<file path="src/rtl/multi_channel_conversion_sequencer.sv">
// Dual-slope conversion sequencer: sweeps masked AFE channels (settle, run-up, de-integrate) into a tagged-result FWFT FIFO.
// Control outputs registered; a result that meets a full FIFO without a same-cycle read is dropped and sets sticky overflow.
module multi_channel_conversion_sequencer #(
    parameter int NUM_CH     = 4,
    parameter int CH_W       = 2,
    parameter int CNT_W      = 12,
    parameter int RUNUP_W    = 10,
    parameter int FIFO_DEPTH = 8
) (
    input  logic                  clk_i,
    input  logic                  rst_n_i,
    input  logic                  comp_i,
    input  logic                  analog_ready_i,
    input  logic                  start_i,
    input  logic                  abort_i,
    input  logic [NUM_CH-1:0]     ch_mask_i,
    input  logic [RUNUP_W-1:0]    runup_i,
    input  logic                  continuous_i,
    output logic [CH_W-1:0]       afe_sel_o,
    output logic [1:0]            phase_o,
    output logic                  ref_sign_o,
    output logic                  busy_o,
    output logic                  sweep_done_o,
    input  logic                  rd_en_i,
    output logic [CH_W+CNT_W+1:0] rd_data_o,
    output logic                  empty_o,
    output logic                  full_o,
    output logic                  overflow_o,
    input  logic                  clr_ovf_i,
    output logic                  irq_o
);
    localparam int DW = CH_W + CNT_W + 2;
    localparam int AW = $clog2(FIFO_DEPTH);
    localparam logic [CNT_W-1:0]   CNT_MAX  = '1;
    localparam logic [CNT_W-1:0]   CNT_LAST = CNT_MAX - CNT_W'(1);
    localparam logic [CNT_W-1:0]   CNT_INC  = CNT_W'(1);
    localparam logic [RUNUP_W-1:0] RUN_INC  = RUNUP_W'(1);
    localparam logic [AW:0]        PTR_INC  = (AW+1)'(1);

    typedef enum logic [2:0] {IDLE, SETTLE, RUNUP, DEINT, STORE, NEXT} state_t;

    state_t              state_q, state_d;
    logic [NUM_CH-1:0]   mask_q, mask_d;
    logic [RUNUP_W-1:0]  runup_q, runup_d, rcnt_q, rcnt_d;
    logic                cont_q, cont_d;
    logic [CH_W-1:0]     sel_q, sel_d;
    logic                sign_q, sign_d, tmo_q, tmo_d;
    logic [CNT_W-1:0]    cnt_q, cnt_d;
    logic [1:0]          phase_q, phase_d;
    logic                ref_q, ref_d, busy_q, busy_d, done_q, done_d;
    logic [CH_W-1:0]     start_ch, first_ch, higher_ch;
    logic                has_higher, push, pop, wr, drop;
    logic [AW:0]         wptr_q, rptr_q;
    logic [DW-1:0]       mem_q [FIFO_DEPTH];
    logic                ovf_q;

    // Lowest enabled channel (on the live and latched masks) and next enabled channel above the current one.
    always_comb begin
        start_ch   = '0;
        first_ch   = '0;
        higher_ch  = '0;
        has_higher = 1'b0;
        for (int i = NUM_CH - 1; i >= 0; i--) begin
            if (ch_mask_i[i]) start_ch = CH_W'(i);
            if (mask_q[i])    first_ch = CH_W'(i);
            if (mask_q[i] && (CH_W'(i) > sel_q)) begin
                higher_ch  = CH_W'(i);
                has_higher = 1'b1;
            end
        end
    end

    always_ff @(posedge clk_i or negedge rst_n_i) begin
        if (!rst_n_i) begin
            state_q <= IDLE;
            mask_q  <= '0;
            runup_q <= '0;
            rcnt_q  <= '0;
            cont_q  <= 1'b0;
            sel_q   <= '0;
            sign_q  <= 1'b0;
            tmo_q   <= 1'b0;
            cnt_q   <= '0;
            phase_q <= 2'b00;
            ref_q   <= 1'b0;
            busy_q  <= 1'b0;
            done_q  <= 1'b0;
        end else begin
            state_q <= state_d;
            mask_q  <= mask_d;
            runup_q <= runup_d;
            rcnt_q  <= rcnt_d;
            cont_q  <= cont_d;
            sel_q   <= sel_d;
            sign_q  <= sign_d;
            tmo_q   <= tmo_d;
            cnt_q   <= cnt_d;
            phase_q <= phase_d;
            ref_q   <= ref_d;
            busy_q  <= busy_d;
            done_q  <= done_d;
        end
    end

    always_comb begin
        state_d = state_q;
        mask_d  = mask_q;
        runup_d = runup_q;
        rcnt_d  = rcnt_q;
        cont_d  = cont_q;
        sel_d   = sel_q;
        sign_d  = sign_q;
        tmo_d   = tmo_q;
        cnt_d   = cnt_q;
        push    = 1'b0;
        case (state_q)
            IDLE: if (start_i && (|ch_mask_i)) begin
                state_d = SETTLE;
                mask_d  = ch_mask_i;
                runup_d = runup_i;
                cont_d  = continuous_i;
                sel_d   = start_ch;
            end
            SETTLE: if (analog_ready_i) begin
                state_d = RUNUP;
                rcnt_d  = '0;
            end
            // A zero run-up length still runs one cycle so the sign sample exists.
            RUNUP: if ((rcnt_q + RUN_INC) >= runup_q) begin
                state_d = DEINT;
                sign_d  = comp_i;
                cnt_d   = '0;
                tmo_d   = 1'b0;
            end else begin
                rcnt_d = rcnt_q + RUN_INC;
            end
            DEINT: if (comp_i != sign_q) begin
                state_d = STORE;
            end else if (cnt_q == CNT_LAST) begin
                state_d = STORE;
                cnt_d   = CNT_MAX;
                tmo_d   = 1'b1;
            end else begin
                cnt_d = cnt_q + CNT_INC;
            end
            STORE: begin
                push    = 1'b1;
                state_d = NEXT;
            end
            NEXT: if (has_higher) begin
                sel_d   = higher_ch;
                state_d = SETTLE;
            end else if (cont_q) begin
                sel_d   = first_ch;
                state_d = SETTLE;
            end else begin
                sel_d   = '0;
                state_d = IDLE;
            end
            default: state_d = IDLE;
        endcase
        if (abort_i) begin
            state_d = IDLE;
            sel_d   = '0;
            push    = 1'b0;
        end
    end

    always_comb begin
        phase_d = 2'b00;
        if (state_d == RUNUP) phase_d = 2'b01;
        if (state_d == DEINT) phase_d = 2'b10;
        busy_d = (state_d != IDLE);
        done_d = (state_d == NEXT) && !has_higher;
        ref_d  = ref_q;
        if (state_d == IDLE)                             ref_d = 1'b0;
        else if (state_q == RUNUP && state_d == DEINT)   ref_d = ~comp_i;
    end

    assign pop  = rd_en_i && !empty_o;
    assign wr   = push && (!full_o || pop);
    assign drop = push && full_o && !pop;

    always_ff @(posedge clk_i or negedge rst_n_i) begin
        if (!rst_n_i) begin
            wptr_q <= '0;
            rptr_q <= '0;
            ovf_q  <= 1'b0;
            for (int i = 0; i < FIFO_DEPTH; i++) mem_q[i] <= '0;
        end else begin
            if (wr) begin
                mem_q[wptr_q[AW-1:0]] <= {sel_q, sign_q, tmo_q, cnt_q};
                wptr_q <= wptr_q + PTR_INC;
            end
            if (pop) rptr_q <= rptr_q + PTR_INC;
            if (drop)           ovf_q <= 1'b1;
            else if (clr_ovf_i) ovf_q <= 1'b0;
        end
    end

    assign afe_sel_o    = sel_q;
    assign phase_o      = phase_q;
    assign ref_sign_o   = ref_q;
    assign busy_o       = busy_q;
    assign sweep_done_o = done_q;
    assign overflow_o   = ovf_q;
    assign empty_o      = (wptr_q == rptr_q);
    assign full_o       = (wptr_q[AW] != rptr_q[AW]) && (wptr_q[AW-1:0] == rptr_q[AW-1:0]);
    assign irq_o        = !empty_o;
    assign rd_data_o    = mem_q[rptr_q[AW-1:0]];
endmodule
</file>
<file path="config.mk">
export PLATFORM = sky130hd
export DESIGN_NAME = multi_channel_conversion_sequencer
export DESIGN_NICKNAME = d
export VERILOG_FILES = /design/src/rtl/multi_channel_conversion_sequencer.sv
export SDC_FILE = /design/constraint.sdc
export NUM_CORES = 1
export LEC_CHECK = 0
export BUFFER_PORTS_ARGS = -buffer_cell sky130_fd_sc_hd__buf_2
export CAP_MARGIN = 20
export CORE_MARGIN = 4
export CORE_UTILIZATION = 24
export CTS_CLUSTER_DIAMETER = 150
export DETAILED_ROUTE_END_ITERATION = 10
export MAX_ROUTING_LAYER = met4
export PLACE_DENSITY_LB_ADDON = 0.1
export SYNTH_ARGS = -nofsm -noshare
export SYNTH_HDL_FRONTEND = slang
export SYNTH_SLANG_ARGS = --single-unit
</file>
<file path="constraint.sdc">
create_clock -name clk_i -period 3.55 [get_ports clk_i]
set_input_delay 0.5325 -clock clk_i [delete_from_list [all_inputs] [get_ports clk_i]]
set_output_delay 0.5325 -clock clk_i [all_outputs]
set_load 0.02 [all_outputs]
</file>
**Word level (Yosys, flattened, before mapping)**

Index checks and enable logic that the tools add are counted.

- Flip-flop bits (word level): 186
- Latch bits: 0
- Memory bits (writable): 0
- Bits in read-only memories: 0
- Input port bits: 23
- Output and inout port bits: 27
- Word-level logic and storage cells: 146
- Memories: 0

- Add/sub/neg operators: 4
- Multipliers: 0
- Div/mod/pow operators: 0
- $lt $le $gt $ge: 8
- Eq/ne operators: 19
- Shift-type cells: 0
- Muxes and demuxes: 55
- Bitwise gates (word level): 3
- Reductions and logical operators: 33

Operator list:

| operator | number |
|---|---|
| 128-bit bitwise mux | 1 |
| 16-bit binary-select mux with 3-bit select | 1 |
| 16-bit demux with 3-bit select | 1 |
| 16-bit 2-to-1 mux | 3 |
| 12-bit 2-to-1 mux | 3 |
| 2-bit 2-to-1 mux | 17 |
| 12-bit case mux with 2 select lines | 1 |
| 10-bit 2-to-1 mux | 2 |
| 10-bit case mux with 2 select lines | 1 |
| 3-bit 2-to-1 mux | 6 |
| 3-bit case mux with 6 select lines | 1 |
| 1-bit 2-to-1 mux | 16 |
| 1-bit logical AND | 13 |
| 12-bit by 1-bit adder with 12-bit output, second input constant | 1 |
| 12-bit == test, second input constant | 1 |
| 3-bit by 2-bit == test with 1-bit output, second input constant | 4 |
| 10-bit by 1-bit adder with 10-bit output, second input constant | 1 |
| 10-bit >= comparator | 1 |
| 2-bit inequality test, second input constant | 5 |
| 3-bit == test, second input constant | 3 |
| 4-bit by 1-bit adder with 4-bit output, second input constant | 2 |
| 4-bit >= comparator, second input constant | 2 |
| 3-bit inverter with 4-bit output | 2 |
| 2-bit nonzero test | 4 |
| 19 further kinds | 30 |

**Longest topological paths before layout**

Gate-level depths: netlist of the first run.

- Word-level depth: 13
- Mapped depth: 14
- Depth with buffers taken out: 13

**Worst setup path before layout of the first run**

Ideal clock, no wire load.

- Path kind: register -> register
- From: register rcnt_q[3]
- To: register rcnt_q[0]
- Data arrival time: 2.781 ns
- Path slack: 0.645 ns
- Stages on the path, launching flop included: 14
- Path buffers: 1
- Path through: dfrtp_1 -> inv_1 -> nor4_1 -> nand4_1 -> nor3_1 -> xnor2_1 -> ha_1 -> nand4_1 -> or3_1 -> nand3_1 -> o21ai_0 -> nor2b_1 -> buf_2 -> mux2_2

- Cells in the longest elaborated chain, start to end: 4

RTL lines:

| item | line | text |
|---|---|---|
| start, declared | 44 | `logic [RUNUP_W-1:0] runup_q, runup_d, rcnt_q, rcnt_d;` |
| start signal, assigned | 92 | `rcnt_q <= rcnt_d;` |
| 10-bit by 1-bit adder with 10-bit output | 129 | `RUNUP: if ((rcnt_q + RUN_INC) >= runup_q) begin` |
| 10-bit >= comparator | 129 |  |
| 2-bit inequality test (no line) | n/a |  |
| 3-bit AND reduction (no line) | n/a |  |

No other way between the ends.
A chain may end at the register's enable or synchronous reset.

**Worst setup path after layout of the first run**

- From: register rcnt_q[3]
- To: register cnt_q[6]

- Cells in the longest elaborated chain, start to end: 4

RTL lines:

| item | line | text |
|---|---|---|
| 10-bit by 1-bit adder with 10-bit output | 129 |  |
| 10-bit >= comparator | 129 |  |
| 2-bit inequality test (no line) | n/a |  |
| 3-bit AND reduction (no line) | n/a |  |
| end signal, assigned | 97 | `cnt_q <= cnt_d;` |
| end, declared | 48 | `logic [CNT_W-1:0] cnt_q, cnt_d;` |

No other way between the ends.

==> results of run 1 <==
cells by family after synthesis:
kind of cell / share of synthesized area
multiplexers: 0.279
XOR/XNOR: 0.0194
flip-flops: 0.514
buffers and inverters: 0.0402
adder cells (fa/ha/maj): 0.0207
AO/OA/AOI/OAI: 0.0477
AND/OR/NAND/NOR: 0.0788
cell usage after synthesis, drive strengths merged, types with 2 or more instances:
master | number | share of area
ha | 15 | 0.021
inv | 33 | 0.014
mux2 | 149 | 0.19
a22oi | 2 | 0.0017
nand3 | 11 | 0.0066
mux4 | 32 | 0.080
nor3 | 13 | 0.0090
a211oi | 4 | 0.0033
xnor2 | 13 | 0.013
dfrtp | 186 | 0.51
o22ai | 2 | 0.0014
nand2 | 45 | 0.019
xor2 | 7 | 0.0068
nand2b | 5 | 0.0035
o21ai | 28 | 0.016
nor4 | 5 | 0.0051
o221ai | 3 | 0.0029
a21oi | 21 | 0.012
nor3b | 3 | 0.0025
or3 | 3 | 0.0021
clkbuf | 28 | 0.012
nand4 | 8 | 0.0055
a31oi | 3 | 0.0021
nand3b | 7 | 0.0070
o31a | 2 | 0.0019
mux2i | 9 | 0.010
nor2 | 25 | 0.012
buf | 19 | 0.015
through the flow:
step | power, uW | cell area (sq um)
4_1_cts | 5500 | 10500
3_5_place_dp | 3560 | 9870
2_1_floorplan | 3190 | 9050
5_1_grt | 5710 | 10500
3_3_place_gp | 3540 | 9870
6_report | 5380 | 10500
worst paths after layout:
path | depth (start not counted) | start | slack (ns) | end
min reg2reg | 1 | mem_q[69]$_DFFE_PN0P_ | 0.49 | mem_q[69]$_DFFE_PN0P_
max reg2reg | 13 | rcnt_q[3]$_DFFE_PN0P_ | 0.45 | cnt_q[6]$_DFFE_PN0P_
max | 13 | rcnt_q[3]$_DFFE_PN0P_ | 0.45 | cnt_q[6]$_DFFE_PN0P_
min | 1 | rst_n_i | 0.16 | overflow_o$_DFFE_PN0P_
max in group asynchronous | 2 | rst_n_i | 2.45 | afe_sel_o[1]$_DFFE_PN0P_
min in group clk_i | 2 | clr_ovf_i | 0.30 | overflow_o$_DFFE_PN0P_
critical path, delay by kind of cell, from the launching register on:
family,cells,cell delay [ns]
buf+inv,2,0.37
simple gates,7,1.38
compound gates,2,0.37
xor+xnor,1,0.13
flops,1,0.40
fa+ha+maj,1,0.30
per-layer routing:
metal | vias to the layer above | GRT usage | part of all wire
li1 | 2586 | - | -
met1 | 2946 | 0.152 | 0.46
met2 | 72 | 0.204 | 0.51
met3 | 7 | 0.0201 | 0.022
met4 | 0 | 0.0223 | 0.0065
met5 | - | - | 0
registers in the layout, indices dropped and copies added, names as in the netlist, 3 cells and up:
| name | flops |
|---|---|
| mem_q | 128 |
| cnt_q | 12 |
| rcnt_q | 10 |
| runup_q | 10 |
| mask_q | 4 |
| rptr_q | 4 |
| wptr_q | 4 |
| state_q | 3 |
layout make-up:
| type | count | area (sq um) | area share |
|---|---|---|---|
| timing repair buffer | 69 | 429 | 0.0410 |
| clock buffer | 18 | 439 | 0.0419 |
| inverter | 33 | 124 | 0.0118 |
| multi-input combinational | 429 | 4050 | 0.386 |
| sequential | 186 | 4660 | 0.444 |
| tap | 504 | 631 | 0.0602 |
| clock inverter | 14 | 150 | 0.0143 |
where the power goes:
| part | internal, uW | switching [uW] | leakage, uW |
|---|---|---|---|
| Combinational | 425 | 643 | 0.00204 |
| Clock | 965 | 933 | 0.000284 |
| Sequential | 2240 | 168 | 0.00255 |
timing repair:
action                     CTS  global route
gates resized for setup      0             2
setup buffers                0             0
setup endpoints to repair    0            23
==> impl_metrics.tcl, run 1 <==
set metrics [dict create \
    synthArstFlopShare 1.00 \
    setup.worst_path.end_class "flip-flop" \
    synth.yosys.warnings 0 \
    routed_via_count 5611 \
    syn_avg_cell_area_sq_um 13.0 \
    final.period_utilization 0.875 \
    final.setup.worst_slack_ns 0.445 \
    cts_tree "yes" \
    die-area_sq_mm 0.0409 \
    timing.critical_path.from_type "flip-flop" \
    area_growth_pct 15.7 \
    finalNetCount 774 \
    critical_path.max_stage_delay_ns 0.40 \
    timing.max_cap.violations 0 \
    number_of_antenna_violations_at_the_first_check_in_global_routing 0 \
    drt_first_pass_iters 5 \
    period_minus_slack_ns 3.10 \
    layout_commonest_cell "dfrtp_1" \
    worst-setup-path-type "reg2reg" \
    synth.yosys.seq_area_share 0.514 \
    fin_cells 1253 \
    number_of_cts_inserted_buffers 17 \
    finalCoreUtilization 0.284 \
    number_of_global_route_vias_before_repair 6122 \
    worst_ep_required_time_ns 3.85 \
    insertion_delay_to_the_later_sink_of_the_worst_skew_pair_ns 0.43 \
    post-place-ws_ns 0.195 \
    placeableCoreArea_sq_mm 0.0369 \
    grt_util_all_layers 0.120 \
    clock-skew-final_ns 0.0143 \
    path_cells "inv_1 -> nor4_4 -> nand4_1 -> nor3_1 -> xnor2_1 -> ha_1 -> nand4_1 -> or3_1 -> a31oi_1 -> buf_4 -> nor2_1 -> nand2_1 -> o21ai_0" \
    setup-tns-final_ns 0 \
    finalWirelength_um 23000 \
    fmax_mhz 322 \
    cts_hold_buf 0 \
    worst_pin_slew_ns 0.922 \
    number_of_register_bits_inferred_by_synthesis 186 \
    antennaDiodeCount 0 \
    portBuffers 49 \
    syn-num-nets 733 \
    timing_max_transition_violations_final 0 \
    max-slew-margin-rel 0.385 \
    finalHoldWorstSlack_ns 0.156 \
    most-common-layout-cells "dfrtp_1 (185), mux2_2 (137), buf_2 (48), nand2_1 (43), inv_1 (33)" \
    floorplan.io_pins 50 \
    total_count_of_hold_check_failures_in_the_final_report 0 \
    critical_path.max_fanout 10 \
    syn-cell-area_sq_mm 0.00905 \
    initial_utilization 0.246 \
    vias_per_cell 4.48 \
    max_rail_drop_vdd_v 0.000297 \
    hpwlAfterDp_um 15500 \
    avgRoutedWirePerCell_um 18.4 \
    htree_num_levels 4 \
    chipHeight_um 202 \
    postSynth.topFlopCell "dfrtp_1" \
    worst-endpoint-arrival_ns 3.40 \
    clock_transition_at_the_register_clock_pins_on_the_worst_setup_and_hold_paths_after_cts_ns 0.08 \
    clock_tree_buf_depth 2 \
    clk_root_buffer_cell "clkbuf_16" \
    n_fill_cell 3744 \
    share_of_final_layout_standard_cells_stronger_than_drive_strength_1 0.397 \
    grt_first_pass_wirelength_um 37000 \
    maximum_number_of_pins_on_one_net_before_global_route_repair 102 \
    yosys.cell_types.count 55 \
    overflow 0 \
    leakage_uw 0.00488 \
    dp_cells 1221 \
    die_width_um 202 \
    powerDensity_mw_per_mm2 513 \
    final_antenna_net_count 0 \
    status "complete, no violations" \
    first_iter_violations 237 \
    post_synth_inst_count 695 \
    gpl.final_weighted_congestion 0.748 \
    tritoncts_num_sinks 186 \
    critical_path.most_common_cell "nand4_1" \
    synth-edff-count 0 \
    grt_setup_unrepaired "no" \
    std_cell_rows 70 \
    worstHoldPathType "in2async" \
    timing.final.setup_violations 0 \
    critical-path-slowest-cell "dfrtp_1" \
    remaining_drc_errors 0 \
]
No activity file was read; power rests on OpenSTA's default activity.
==> run 2, diff against run 1 <==
--- a/config.mk
+++ b/config.mk
@@ -7,6 +7,8 @@
 export LEC_CHECK = 0
 export BUFFER_PORTS_ARGS = -buffer_cell sky130_fd_sc_hd__buf_2
 export CAP_MARGIN = 20
+export CELL_PAD_IN_SITES_DETAIL_PLACEMENT = 0
+export CELL_PAD_IN_SITES_GLOBAL_PLACEMENT = 1
 export CORE_MARGIN = 4
 export CORE_UTILIZATION = 24
 export CTS_CLUSTER_DIAMETER = 150
==> impl_metrics.tcl, run 2 (synthesized netlist as in run 1, its figures left out) <==
set metrics [dict create \
    cts_resized 0 \
    critical_path.most_common_cell "nand4_1" \
    gpl.final_weighted_congestion 0.739 \
    total_count_of_hold_check_failures_in_the_final_report 0 \
    remaining_drc_errors 0 \
    register_area_sq_mm 0.00466 \
    area_growth_pct 14.8 \
    worstHoldPathType "in2async" \
    largest_delay_share_family_worst_path "simple AND/OR/NAND/NOR gates" \
    finalWirelength_um 23600 \
    share_of_final_layout_standard_cells_stronger_than_drive_strength_1 0.394 \
    cts_tree "yes" \
    tritoncts_num_sinks 186 \
    grt_first_pass_wirelength_um 37900 \
    max_flop_register "mem_q" \
    htree_num_levels 4 \
    drt_first_pass_iters 4 \
    worst-setup-path-type "reg2reg" \
    layout_commonest_cell "dfrtp_1" \
    cts.repair_timing.setup_buffer_count 0 \
    fmax_mhz 315 \
    insertion_delay_to_the_later_sink_of_the_worst_skew_pair_ns 0.44 \
    top_regs "mem_q: 128 flops, cnt_q: 12 flops" \
    portBuffers 49 \
    max-slew-margin-rel 0.406 \
    period_minus_slack_ns 3.18 \
    avgRoutedWirePerCell_um 18.9 \
    first_iter_violations 220 \
    n_fill_cell 3770 \
    timing_max_transition_violations_final 0 \
    worst_ep_required_time_ns 3.85 \
    number_of_cts_inserted_buffers 17 \
    die_width_um 202 \
    placeableCoreArea_sq_mm 0.0369 \
    powerDensity_mw_per_mm2 505 \
    routed_via_count 5586 \
    clock_tree_buf_depth 2 \
    setup.worst_path.end_class "flip-flop" \
    vias_per_cell 4.47 \
    chipHeight_um 202 \
    status "complete, no violations" \
    clock_transition_at_the_register_clock_pins_on_the_worst_setup_and_hold_paths_after_cts_ns 0.07 \
    setup-tns-final_ns 0 \
    number_of_global_route_vias_before_repair 6340 \
    finalHoldWorstSlack_ns 0.169 \
    worst-endpoint-arrival_ns 3.48 \
    floorplan.io_pins 50 \
    maximum_number_of_pins_on_one_net_before_global_route_repair 89 \
    cts_hold_buf 0 \
    clock-skew-final_ns 0.0117 \
    most-common-layout-cells "dfrtp_1 (185), mux2_2 (137), buf_2 (48), nand2_1 (43), inv_1 (33)" \
    std_cell_rows 70 \
    die-area_sq_mm 0.0409 \
    final_antenna_net_count 0 \
    number_of_antenna_violations_at_the_first_check_in_global_routing 0 \
    critical_path.max_fanout 10 \
    critical_path.max_stage_delay_ns 0.43 \
    timing.max_cap.violations 0 \
    antennaDiodeCount 0 \
    max_rail_drop_vdd_v 0.000289 \
    grt_util_all_layers 0.125 \
    initial_utilization 0.246 \
    final.period_utilization 0.895 \
    path_cells "inv_1 -> nor4_1 -> nand4_1 -> nor3_1 -> xnor2_1 -> ha_1 -> nand4_1 -> or3_1 -> a31oi_1 -> buf_4 -> nor2_1 -> nand2_1 -> o21ai_0" \
    finalNetCount 773 \
    worst-path-buf-inv 2 \
    overflow 0 \
    leakage_uw 0.00482 \
    clk_root_buffer_cell "clkbuf_16" \
    worst_pin_slew_ns 0.884 \
    multi_input_area_sq_mm 0.00404 \
    timing.final.setup_violations 0 \
    hpwlAfterDp_um 15200 \
    grt_setup_unrepaired "no" \
    critical-path-slowest-cell "nor4_1" \
    largest_register_ffs 128 \
    timing.critical_path.from_type "flip-flop" \
    power_uw 5250 \
]
==> run 2: power by group <==
group          leakage, uW  internal [uW]  switching (uW)
clock network     0.000257            898             863
logic              0.00202            422             665
registers          0.00255           2240             156
total              0.00482           3560            1680
==> run 2: layout make-up <==
type	instances	area share
clock buffer	18	0.0413
clock inverter	13	0.00927
inverter	33	0.0119
multi-input combinational	429	0.389
sequential	186	0.448
tap	504	0.0607
timing repair buffer	68	0.0401
==> run 2: path summary, 6_finish.rpt <==
kind                                          end  cells past startpoint  slack [ns]                   from
setup reg to reg             cnt_q[6]$_DFFE_PN0P_                     13        0.37  rcnt_q[3]$_DFFE_PN0P_
setup / recovery             cnt_q[6]$_DFFE_PN0P_                     13        0.37  rcnt_q[3]$_DFFE_PN0P_
min in group clk_i         overflow_o$_DFFE_PN0P_                      2        0.29              clr_ovf_i
max in group asynchronous  mem_q[115]$_DFFE_PN0P_                      2        2.54                rst_n_i
hold / removal               mem_q[5]$_DFFE_PN0P_                      1        0.17                rst_n_i
hold reg to reg             mem_q[75]$_DFFE_PN0P_                      1        0.49  mem_q[75]$_DFFE_PN0P_
==> run 2: metrics by stage <==
stage          cells  cell area (sq um)   util  setup slack [ns]
2_1_floorplan    695               9050      -             0.645
3_3_place_gp    1219               9850  0.267             0.370
3_5_place_dp    1219               9850  0.267             0.329
4_1_cts         1250              10400  0.281             0.322
5_1_grt         1251              10400  0.282            0.0436
6_report        1251              10400  0.282             0.373
==> run 2: worst reg2reg max path, delay by kind of cell, from the launching register on <==
kind / cells / cell delay [ns]
AND/OR/NAND/NOR: 7 / 1.49
AO/OA/AOI/OAI: 2 / 0.40
flip-flops: 1 / 0.38
buffers and inverters: 2 / 0.34
adder cells (fa/ha/maj): 1 / 0.30
XOR/XNOR: 1 / 0.13
==> run 2: routing by layer <==
layer / part of all wire / routed length, um / vias to the layer above / GRT usage
li1: - / - / 2578 / -
met3: 0.024 / 576 / 13 / 0.0253
met4: 0.0099 / 235 / 0 / 0.0274
met2: 0.50 / 11700 / 54 / 0.207
met5: 0 / 0 / - / -
met1: 0.47 / 11100 / 2941 / 0.158
